$ cat src/rtl/alu_ex_if.sv
// Bundles the upstream ID/EX handshake, ALU drive/return and downstream EX/MEM
// handshake of alu_ex_stage. slave = the stage; master = its surroundings.
interface alu_ex_if #(
    parameter int DW = 32
);
    logic          in_valid;
    logic          in_ready;
    logic [6:0]    in_opcode;
    logic [2:0]    in_funct3;
    logic [6:0]    in_funct7;
    logic [DW-1:0] in_rs1;
    logic [DW-1:0] in_rs2;
    logic [DW-1:0] in_imm;
    logic [DW-1:0] in_pc;
    logic [4:0]    in_rd;

    logic [DW-1:0] alu_src1;
    logic [DW-1:0] alu_src2;
    logic [3:0]    alu_op;
    logic          alu_enable;
    logic [DW-1:0] alu_result;
    logic          alu_overflow;

    logic          out_valid;
    logic          out_ready;
    logic [DW-1:0] out_result;
    logic [4:0]    out_rd;
    logic          out_illegal;
    logic          out_trap;
    logic          trap_clear;

    modport slave (
        input  in_valid, in_opcode, in_funct3, in_funct7, in_rs1, in_rs2,
               in_imm, in_pc, in_rd, alu_result, alu_overflow, out_ready,
               trap_clear,
        output in_ready, alu_src1, alu_src2, alu_op, alu_enable, out_valid,
               out_result, out_rd, out_illegal, out_trap
    );

    modport master (
        output in_valid, in_opcode, in_funct3, in_funct7, in_rs1, in_rs2,
               in_imm, in_pc, in_rd, alu_result, alu_overflow, out_ready,
               trap_clear,
        input  in_ready, alu_src1, alu_src2, alu_op, alu_enable, out_valid,
               out_result, out_rd, out_illegal, out_trap
    );
endinterface

$ cat src/rtl/alu_ex_stage.sv
// RV32I execute-stage front end: decode -> S1 -> external ALU -> S2 -> MEM.
// Optional overflow trap with sticky stall enabled by defining ALU_OVF_TRAP_EN.
module alu_ex_stage #(
    parameter int DW = 32
) (
    input logic   clk,
    input logic   rst,
    alu_ex_if.slave bus
);
    typedef enum logic [3:0] {
        ALU_ADD  = 4'd0,
        ALU_SUB  = 4'd1,
        ALU_SLL  = 4'd2,
        ALU_SLT  = 4'd3,
        ALU_SLTU = 4'd4,
        ALU_XOR  = 4'd5,
        ALU_SRL  = 4'd6,
        ALU_SRA  = 4'd7,
        ALU_OR   = 4'd8,
        ALU_AND  = 4'd9
    } alu_op_e;

    localparam logic [6:0] OPC_R     = 7'b0110011;
    localparam logic [6:0] OPC_I     = 7'b0010011;
    localparam logic [6:0] OPC_LUI   = 7'b0110111;
    localparam logic [6:0] OPC_AUIPC = 7'b0010111;
    localparam logic [6:0] F7_ALT    = 7'b0100000;

    alu_op_e       dec_op;
    logic [DW-1:0] dec_src1;
    logic [DW-1:0] dec_src2;
    logic          dec_illegal;
    logic          is_r;
    logic          f7_base;
    logic          f7_alt;

    always_comb begin
        dec_op      = ALU_ADD;
        dec_src1    = bus.in_rs1;
        dec_src2    = bus.in_rs2;
        dec_illegal = 1'b0;
        is_r        = (bus.in_opcode == OPC_R);
        f7_base     = (bus.in_funct7 == 7'b0000000);
        f7_alt      = (bus.in_funct7 == F7_ALT);
        case (bus.in_opcode)
            OPC_R, OPC_I: begin
                if (!is_r) dec_src2 = bus.in_imm;
                // I-type funct7 is immediate bits except on the shift encodings
                case (bus.in_funct3)
                    3'b000: begin
                        if (is_r) begin
                            if (f7_alt) dec_op = ALU_SUB;
                            dec_illegal = !(f7_base || f7_alt);
                        end
                    end
                    3'b001: begin
                        dec_op      = ALU_SLL;
                        dec_illegal = !f7_base;
                    end
                    3'b010: begin
                        dec_op      = ALU_SLT;
                        dec_illegal = is_r && !f7_base;
                    end
                    3'b011: begin
                        dec_op      = ALU_SLTU;
                        dec_illegal = is_r && !f7_base;
                    end
                    3'b100: begin
                        dec_op      = ALU_XOR;
                        dec_illegal = is_r && !f7_base;
                    end
                    3'b101: begin
                        dec_op      = f7_alt ? ALU_SRA : ALU_SRL;
                        dec_illegal = !(f7_base || f7_alt);
                    end
                    3'b110: begin
                        dec_op      = ALU_OR;
                        dec_illegal = is_r && !f7_base;
                    end
                    default: begin
                        dec_op      = ALU_AND;
                        dec_illegal = is_r && !f7_base;
                    end
                endcase
            end
            OPC_LUI: begin
                dec_src1 = '0;
                dec_src2 = bus.in_imm;
            end
            OPC_AUIPC: begin
                dec_src1 = bus.in_pc;
                dec_src2 = bus.in_imm;
            end
            default: dec_illegal = 1'b1;
        endcase
    end

    logic          s1_valid;
    alu_op_e       s1_op;
    logic [DW-1:0] s1_src1;
    logic [DW-1:0] s1_src2;
    logic [4:0]    s1_rd;
    logic          s1_illegal;

    logic          out_valid;
    logic [DW-1:0] out_result;
    logic [4:0]    out_rd;
    logic          out_illegal;
    logic          out_trap;

    logic          trap_pending;
    logic          s2_trap;
    logic          s1_live;
    logic          accept;
    logic          s2_load;

    assign s1_live = s1_valid && !s1_illegal;
    assign s2_load = s1_valid && (!out_valid || bus.out_ready);
    assign accept  = bus.in_valid && bus.in_ready;

    assign bus.in_ready   = (!s1_valid || s2_load) && !trap_pending;
    assign bus.alu_enable = s1_live;
    assign bus.alu_op     = s1_live ? s1_op : ALU_ADD;
    assign bus.alu_src1   = s1_live ? s1_src1 : '0;
    assign bus.alu_src2   = s1_live ? s1_src2 : '0;

`ifdef ALU_OVF_TRAP_EN
    assign s2_trap = s1_live && bus.alu_overflow &&
                     ((s1_op == ALU_ADD) || (s1_op == ALU_SUB));

    // Set wins over a coincident clear so a fresh trap is never lost.
    always_ff @(posedge clk or posedge rst) begin
        if (rst) begin
            trap_pending <= 1'b0;
        end else if (s2_load && s2_trap) begin
            trap_pending <= 1'b1;
        end else if (bus.trap_clear) begin
            trap_pending <= 1'b0;
        end
    end
`else
    logic unused_trap_inputs;
    assign unused_trap_inputs = bus.trap_clear | bus.alu_overflow;
    assign s2_trap      = 1'b0;
    assign trap_pending = 1'b0;
`endif

    always_ff @(posedge clk or posedge rst) begin
        if (rst) begin
            s1_valid   <= 1'b0;
            s1_op      <= ALU_ADD;
            s1_src1    <= '0;
            s1_src2    <= '0;
            s1_rd      <= '0;
            s1_illegal <= 1'b0;
        end else if (accept) begin
            s1_valid   <= 1'b1;
            s1_op      <= dec_op;
            s1_src1    <= dec_src1;
            s1_src2    <= dec_src2;
            s1_rd      <= bus.in_rd;
            s1_illegal <= dec_illegal;
        end else if (s2_load) begin
            s1_valid   <= 1'b0;
        end
    end

    always_ff @(posedge clk or posedge rst) begin
        if (rst) begin
            out_valid   <= 1'b0;
            out_result  <= '0;
            out_rd      <= '0;
            out_illegal <= 1'b0;
            out_trap    <= 1'b0;
        end else if (s2_load) begin
            out_valid   <= 1'b1;
            out_result  <= s1_illegal ? '0 : bus.alu_result;
            out_rd      <= s1_rd;
            out_illegal <= s1_illegal;
            out_trap    <= s2_trap;
        end else if (bus.out_ready) begin
            out_valid   <= 1'b0;
        end
    end

    assign bus.out_valid   = out_valid;
    assign bus.out_result  = out_result;
    assign bus.out_rd      = out_rd;
    assign bus.out_illegal = out_illegal;
    assign bus.out_trap    = out_trap;
endmodule

$ cat src/flat_wrapper.sv
// flat-port wrapper written by rule: the top's interface ports become plain ports
module alu_ex_stage_flat 
#(
    parameter int DW = 32
)
  (clk, rst, bus_in_valid, bus_in_opcode, bus_in_funct3, bus_in_funct7, bus_in_rs1, bus_in_rs2, bus_in_imm, bus_in_pc, bus_in_rd, bus_alu_result, bus_alu_overflow, bus_out_ready, bus_trap_clear, bus_in_ready, bus_alu_src1, bus_alu_src2, bus_alu_op, bus_alu_enable, bus_out_valid, bus_out_result, bus_out_rd, bus_out_illegal, bus_out_trap);
  alu_ex_if #(.DW(DW)) bus_i ();
  input logic clk;
  input logic rst;
  input wire logic [$bits(bus_i.in_valid)-1:0] bus_in_valid;
  input wire logic [$bits(bus_i.in_opcode)-1:0] bus_in_opcode;
  input wire logic [$bits(bus_i.in_funct3)-1:0] bus_in_funct3;
  input wire logic [$bits(bus_i.in_funct7)-1:0] bus_in_funct7;
  input wire logic [$bits(bus_i.in_rs1)-1:0] bus_in_rs1;
  input wire logic [$bits(bus_i.in_rs2)-1:0] bus_in_rs2;
  input wire logic [$bits(bus_i.in_imm)-1:0] bus_in_imm;
  input wire logic [$bits(bus_i.in_pc)-1:0] bus_in_pc;
  input wire logic [$bits(bus_i.in_rd)-1:0] bus_in_rd;
  input wire logic [$bits(bus_i.alu_result)-1:0] bus_alu_result;
  input wire logic [$bits(bus_i.alu_overflow)-1:0] bus_alu_overflow;
  input wire logic [$bits(bus_i.out_ready)-1:0] bus_out_ready;
  input wire logic [$bits(bus_i.trap_clear)-1:0] bus_trap_clear;
  output wire logic [$bits(bus_i.in_ready)-1:0] bus_in_ready;
  output wire logic [$bits(bus_i.alu_src1)-1:0] bus_alu_src1;
  output wire logic [$bits(bus_i.alu_src2)-1:0] bus_alu_src2;
  output wire logic [$bits(bus_i.alu_op)-1:0] bus_alu_op;
  output wire logic [$bits(bus_i.alu_enable)-1:0] bus_alu_enable;
  output wire logic [$bits(bus_i.out_valid)-1:0] bus_out_valid;
  output wire logic [$bits(bus_i.out_result)-1:0] bus_out_result;
  output wire logic [$bits(bus_i.out_rd)-1:0] bus_out_rd;
  output wire logic [$bits(bus_i.out_illegal)-1:0] bus_out_illegal;
  output wire logic [$bits(bus_i.out_trap)-1:0] bus_out_trap;
  assign bus_i.in_valid = bus_in_valid;
  assign bus_i.in_opcode = bus_in_opcode;
  assign bus_i.in_funct3 = bus_in_funct3;
  assign bus_i.in_funct7 = bus_in_funct7;
  assign bus_i.in_rs1 = bus_in_rs1;
  assign bus_i.in_rs2 = bus_in_rs2;
  assign bus_i.in_imm = bus_in_imm;
  assign bus_i.in_pc = bus_in_pc;
  assign bus_i.in_rd = bus_in_rd;
  assign bus_i.alu_result = bus_alu_result;
  assign bus_i.alu_overflow = bus_alu_overflow;
  assign bus_i.out_ready = bus_out_ready;
  assign bus_i.trap_clear = bus_trap_clear;
  assign bus_in_ready = bus_i.in_ready;
  assign bus_alu_src1 = bus_i.alu_src1;
  assign bus_alu_src2 = bus_i.alu_src2;
  assign bus_alu_op = bus_i.alu_op;
  assign bus_alu_enable = bus_i.alu_enable;
  assign bus_out_valid = bus_i.out_valid;
  assign bus_out_result = bus_i.out_result;
  assign bus_out_rd = bus_i.out_rd;
  assign bus_out_illegal = bus_i.out_illegal;
  assign bus_out_trap = bus_i.out_trap;
  alu_ex_stage #(.DW(DW)) u_core (.clk(clk), .rst(rst), .bus(bus_i));
endmodule
$ cat config.mk
export PLATFORM = sky130hd
export DESIGN_NAME = alu_ex_stage_flat
export DESIGN_NICKNAME = d
export VERILOG_FILES = /design/src/rtl/alu_ex_if.sv /design/src/rtl/alu_ex_stage.sv /design/src/flat_wrapper.sv
export SDC_FILE = /design/constraint.sdc
export NUM_CORES = 1
export LEC_CHECK = 0
export ABC_AREA = 1
export CAP_MARGIN = 0
export CORE_ASPECT_RATIO = 1.5
export CORE_MARGIN = 4
export CORE_UTILIZATION = 42
export DETAILED_ROUTE_END_ITERATION = 8
export PLACE_DENSITY_LB_ADDON = 0.05
export SLEW_MARGIN = 20
export SYNTH_ARGS = -nofsm -noshare
export SYNTH_HDL_FRONTEND = slang
export SYNTH_SLANG_ARGS = --single-unit
$ cat constraint.sdc
create_clock -name clk -period 4.27 [get_ports clk]
set_input_delay 0.854 -clock clk [delete_from_list [all_inputs] [get_ports clk]]
set_output_delay 0.854 -clock clk [all_outputs]
set_load 0.05 [all_outputs]
# [Yosys cells after proc, flatten, opt, wreduce, memory -nomap -nowiden]
# Index checks and enable logic that the tools add are counted.
[totals] mem_bits_ro=0 latch_bits=0 register_bits=114 in_bits=188 output_inout_bits=110 ramBits=0 n_memories=0 wordCells=58
[classes] n_mux=19 multipliers=0 n_bitwise=0 reduce_logical=18 magnitude_cmp=0 div=0 n_addsub=0 n_eq_ne=11 shifts=0
[ops] operator="32-bit 2-to-1 mux" n=4
[ops] operator="32-bit one-hot mux with 2 select lines" n=2
[ops] operator="4-bit one-hot mux with 7 select lines" n=1
[ops] operator="7-bit by 6-bit equality test with 1-bit output (second input constant)" n=3
[ops] operator="7-bit by 5-bit equality test with 1-bit output (second input constant)" n=2
[ops] operator="4-bit 2-to-1 mux" n=3
[ops] operator="3-bit equality test (second input constant)" n=3
[ops] operator="7-bit zero test" n=1
[ops] operator="1-bit 2-to-1 mux" n=7
[ops] operator="3-bit by 2-bit equality test with 1-bit output (second input constant)" n=2
[ops] operator="1-bit zero test" n=5
[ops] operator="1-bit logical AND" n=4
[ops] operator="2-bit nonzero test" n=2
[ops] operator="2-bit OR reduction" n=2
[ops] operator="3-bit by 1-bit equality test with 1-bit output (second input constant)" n=1
[ops] operator="3-bit zero test" n=1
[ops] operator="1-bit logical OR" n=3
[ops] operator="1-bit one-hot mux with 3 select lines" n=1
[ops] operator="1-bit one-hot mux with 2 select lines" n=1

# [Longest topological paths before layout]
[logic_depth] ltp_word=6 mapped_depth=11 mapped_depth_nobuf=11

# [Least setup slack after synthesis]
# Ideal clock, no wire load.
[synth_timing] kind="flip-flop to output port" from="reg u_core.s1_valid" to="out bus_alu_op[0]" path_stages_with_launch=7 path_buffers=2 slack_ns=1.379 arrival_ns=2.037 required_ns=3.416 path_cell_list="dfrtp_1 > inv_1 > nor2_2 > inv_2 > buf_2 > buf_1 > nor2_1"
[synth_via] elab_chain_cells=2
[synth_lines] element="start, declared" line="alu_ex_stage.sv:98" rtl="logic s1_valid;"
[synth_lines] element="start signal, assigned" line="alu_ex_stage.sv:150" rtl="s1_valid <= 1'b0;"
[synth_lines] element="start signal, assigned" line="alu_ex_stage.sv:157" rtl="s1_valid <= 1'b1;"
[synth_lines] element="start signal, assigned" line="alu_ex_stage.sv:164" rtl="s1_valid <= 1'b0;"
[synth_lines] element="1-bit logical AND" line="alu_ex_stage.sv:117" rtl="assign s1_live = s1_valid && !s1_illegal;"
[synth_lines] element="named net bus_alu_enable" line="flat_wrapper.sv:27" rtl="output wire logic [$bits(bus_i.alu_enable)-1:0] bus_alu_enable;"
[synth_lines] element="4-bit 2-to-1 mux" line="alu_ex_stage.sv:123" rtl="assign bus.alu_op = s1_live ? s1_op : ALU_ADD;"
[synth_lines] element="end, declared" line="flat_wrapper.sv:26" rtl="output wire logic [$bits(bus_i.alu_op)-1:0] bus_alu_op;"
# The timed path passes the listed nets, and every way through them passes these cells.

# [Final worst setup path]
[layout_timing] from="reg u_core.s1_valid" to="out bus_alu_op[0]"
[layout_via] elab_chain_cells=2
[layout_lines] element="1-bit logical AND" line="alu_ex_stage.sv:117"
[layout_lines] element="4-bit 2-to-1 mux" line="alu_ex_stage.sv:123"
# No other way between the ends.

==> summary.txt <==
Final setup TNS = 0 ps
Hpwl dp = 14,840 um
Min cycle time layout = 3392 ps
Footprint of the multi-input gates = 2863 um2
Syn avg cell area = 7.476 um2
Crit path capture type = primary output
Post-cts hold buffer count = 0
Asr flop ratio synth = 100.0%
Post-cts resize count = 0
Max Slew Vio Count = 0
Sequential share of the synthesized area = 43.86%
Hold Path Cell Cnt = 2
Max-cap violations = 0
Initial antenna violation count = 0
CTS Buffer Depth = 2
Post-CTS Setup Bufs = 0
CP Cell Sequence = inv_1, nor2_2, inv_2, buf_12, nor2_1, clkdlybuf4s50_1
Final ANT Viol Nets = 0
Top-area cell type share of the netlist area = 43.86%
Placer Congestion = 0.8106
Max H-tree Level = 4
# IOs = 298
Final Util = 66.74%
Clk slew on worst S/H paths = 60 ps
Met3 Resource Use GR = 6.554%
Finished Cell Area = 10,100 um2
CP required = 3420 ps
Vias per cell = 4.979
Initial Util = 42.96%
Die Y = 160.4 um
Die ar. = 17,580 um2
Share of cells above drive strength 1 = 6.969%
Final Cycle Share = 79.43%
Post-synth cell types = 32
Row Count = 55
GR peak layer = met2
Syn_nets = 1,058
Worst EP arrival = 2540 ps
Max_slew headroom = 25.58%
Post-synth top area cell = dfrtp_1
Routed wire length per instance = 15.76 um
P&R area growth vs syn = 55.35%
CP Launch Type = register
Vias = 6,707
PwrDens = 338.3 nW/um2
DR DRC count = 0
DRT iter0 DRCs = 474
Cts bufs inserted = 17
GR Util met1 = 28.53%
Worst hold path type = register to register
WS Path Type = register to primary output
Leak = 4.839 nW
CTS tree = yes
Vias in the first global route = 6,210
DR pass1 iterations = 5
First-pass GRT wire length = 32,730 um
Ys flop type = dfrtp_1
Synthesized area = 6504 um2
Status = finished clean
Core area = 15,140 um2
Tot GR Track Use = 23.77%
# fillers = 1,328
Yosys reg bits = 114
Syn Inst Count = 870
Reg2Reg Depth = 7
Antenna cell count = 0
Die span in x = 109.6 um
GR Layer Usage met2 = 40.72%
Maximum VDD drop = 0.2094 mV
Finish-stage setup viols = 0
Drt total wl = 21,240 um
Worst slew pin tran = 1115 ps
Worst hold margin = 481.3 ps
Syn. warnings = 0
CTS sink count = 114
Layout Nets = 1,323
Final Power = 3.418 mW
Post-synth EDFFs = 0
GRT Residual Overflow = 0
Slowest stage cell, crit path = clkdlybuf4s50_1
Register Area = 2853 um2
Clock skew = 5.797 ps
Unrepaired setup endpoints after global routing = no
Clk_lat worst skew = 410 ps
CP peak stage delay = 750 ps
Port buffer count = 294
Final Hold Vio Count = 0
Placed instance area = 9508 um2
CTS root buf = clkbuf_16
Synth top area cells = dfrtp_1 (44%), nand2_1 (9.7%), nor2_1 (6.4%)
Max frequency = 294.8 MHz
CP Max Fanout = 45
Largest net degree at the start of global routing = 70
## per-layer routing
layer  vias to the layer above  wire length [um]
li1                       3331                 -
met1                      3100              8096
met2                       252             10920
met3                        24              1834
met4                         0               380
met5                         -                 0
## cell usage in the layout (no fill, tap or decap)
master             n
o21ai_1            6
dfrtp_1          114
nand3b_1           1
clkdlybuf4s50_1  294
or2_1             22
clkinv_2           1
nor3_4             1
nor2_4             2
clkbuf_16         17
a22o_1            32
clkinvlp_4         2
buf_12             2
bufinv_16          2
buf_4             11
nand4_1            1
a21oi_1           65
inv_4              2
nor3_1             1
inv_2             16
nor2_2             3
nor2_1           111
inv_6              7
or2_0              4
or2_2              5
conb_1             1
nand2_1          168
inv_8              1
inv_1            108
nand3_1           70
clkinv_4           2
nand2_2            4
o22ai_1            1
nand2_4            1
o211ai_1          31
nand3_2            1
o21ai_0            6
a22oi_1           32
## synthesized netlist by cell type (10+ instances only)
cell type	instances
clkbuf_1	22
a21oi_1	65
buf_4	10
nand2_1	168
buf_2	24
or2_1	22
o211ai_1	31
nand3_1	70
a22oi_1	32
inv_2	16
a22o_1	32
dfrtp_1	114
inv_1	109
nor2_1	111
## registers in the layout, summed over array words and instances (netlist names)
signal / count
u_core.bus.out_result: 32
u_core.s1_rd: 5
u_core.s1_src2: 32
u_core.bus.out_rd: 5
u_core.s1_src1: 32
u_core.s1_illegal: 1
u_core.bus.out_valid: 1
u_core.s1_op: 4
u_core.bus.out_illegal: 1
u_core.s1_valid: 1
## report_power, final
part | switching [mW] | leakage, nW | internal (mW)
registers | 0.0509 | 1.38 | 1.20
logic | 0.410 | 3.18 | 0.324
clock network | 0.555 | 0.288 | 0.876
total | 1.02 | 4.84 | 2.40
## area by class of cell
cell class / count / share of cell area, %
Clock inverter: 15 / 1.684
Timing Repair Buffer: 307 / 30.34
Tap cell: 199 / 2.464
Sequential cell: 114 / 28.24
Inverter: 126 / 4.731
Multi-Input combinational cell: 569 / 28.33
Clock buffer: 17 / 4.211
## per-stage QoR
step / cells / worst slack (ps)
global route: 1347 / 732.5
CTS: 1347 / 839.7
global placement: 1315 / 1049
detailed placement: 1315 / 1040
floorplan: 870 / 400.3
finish: 1347 / 878.4
## worst paths after layout
path	to	start	slack, ps
setup / recovery	bus_alu_op[0]	u_core.s1_valid$_DFFE_PP0P_	880
hold reg to reg	u_core.s1_src2[0]$_DFFE_PP0P_	u_core.s1_src2[0]$_DFFE_PP0P_	480
hold / removal	u_core.s1_src2[0]$_DFFE_PP0P_	u_core.s1_src2[0]$_DFFE_PP0P_	480
max in group asynchronous	u_core.s1_src2[18]$_DFFE_PP0P_	rst	2530
setup reg to reg	u_core.bus.out_result[30]$_DFFE_PP0P_	u_core.s1_valid$_DFFE_PP0P_	2240
min in group asynchronous	u_core.bus.out_result[0]$_DFFE_PP0P_	rst	920
## worst max-delay path: cells and delay by family, from the launching register on
family | cells | cell delay [ps]
buffers and inverters | 4 | 1590
flip-flops | 1 | 390
AND/OR/NAND/NOR | 2 | 130
## kinds of logic (layout without fill, tap and decap cells)
group	after synthesis	after routing	synth area share [%]
flip-flops	114	114	43.86
buffers and inverters	187	465	12.22
AO/OA/AOI/OAI	173	173	17.60
other	1	1	0.05766
AND/OR/NAND/NOR	395	395	26.26
Power figures use the tool's default switching activity.
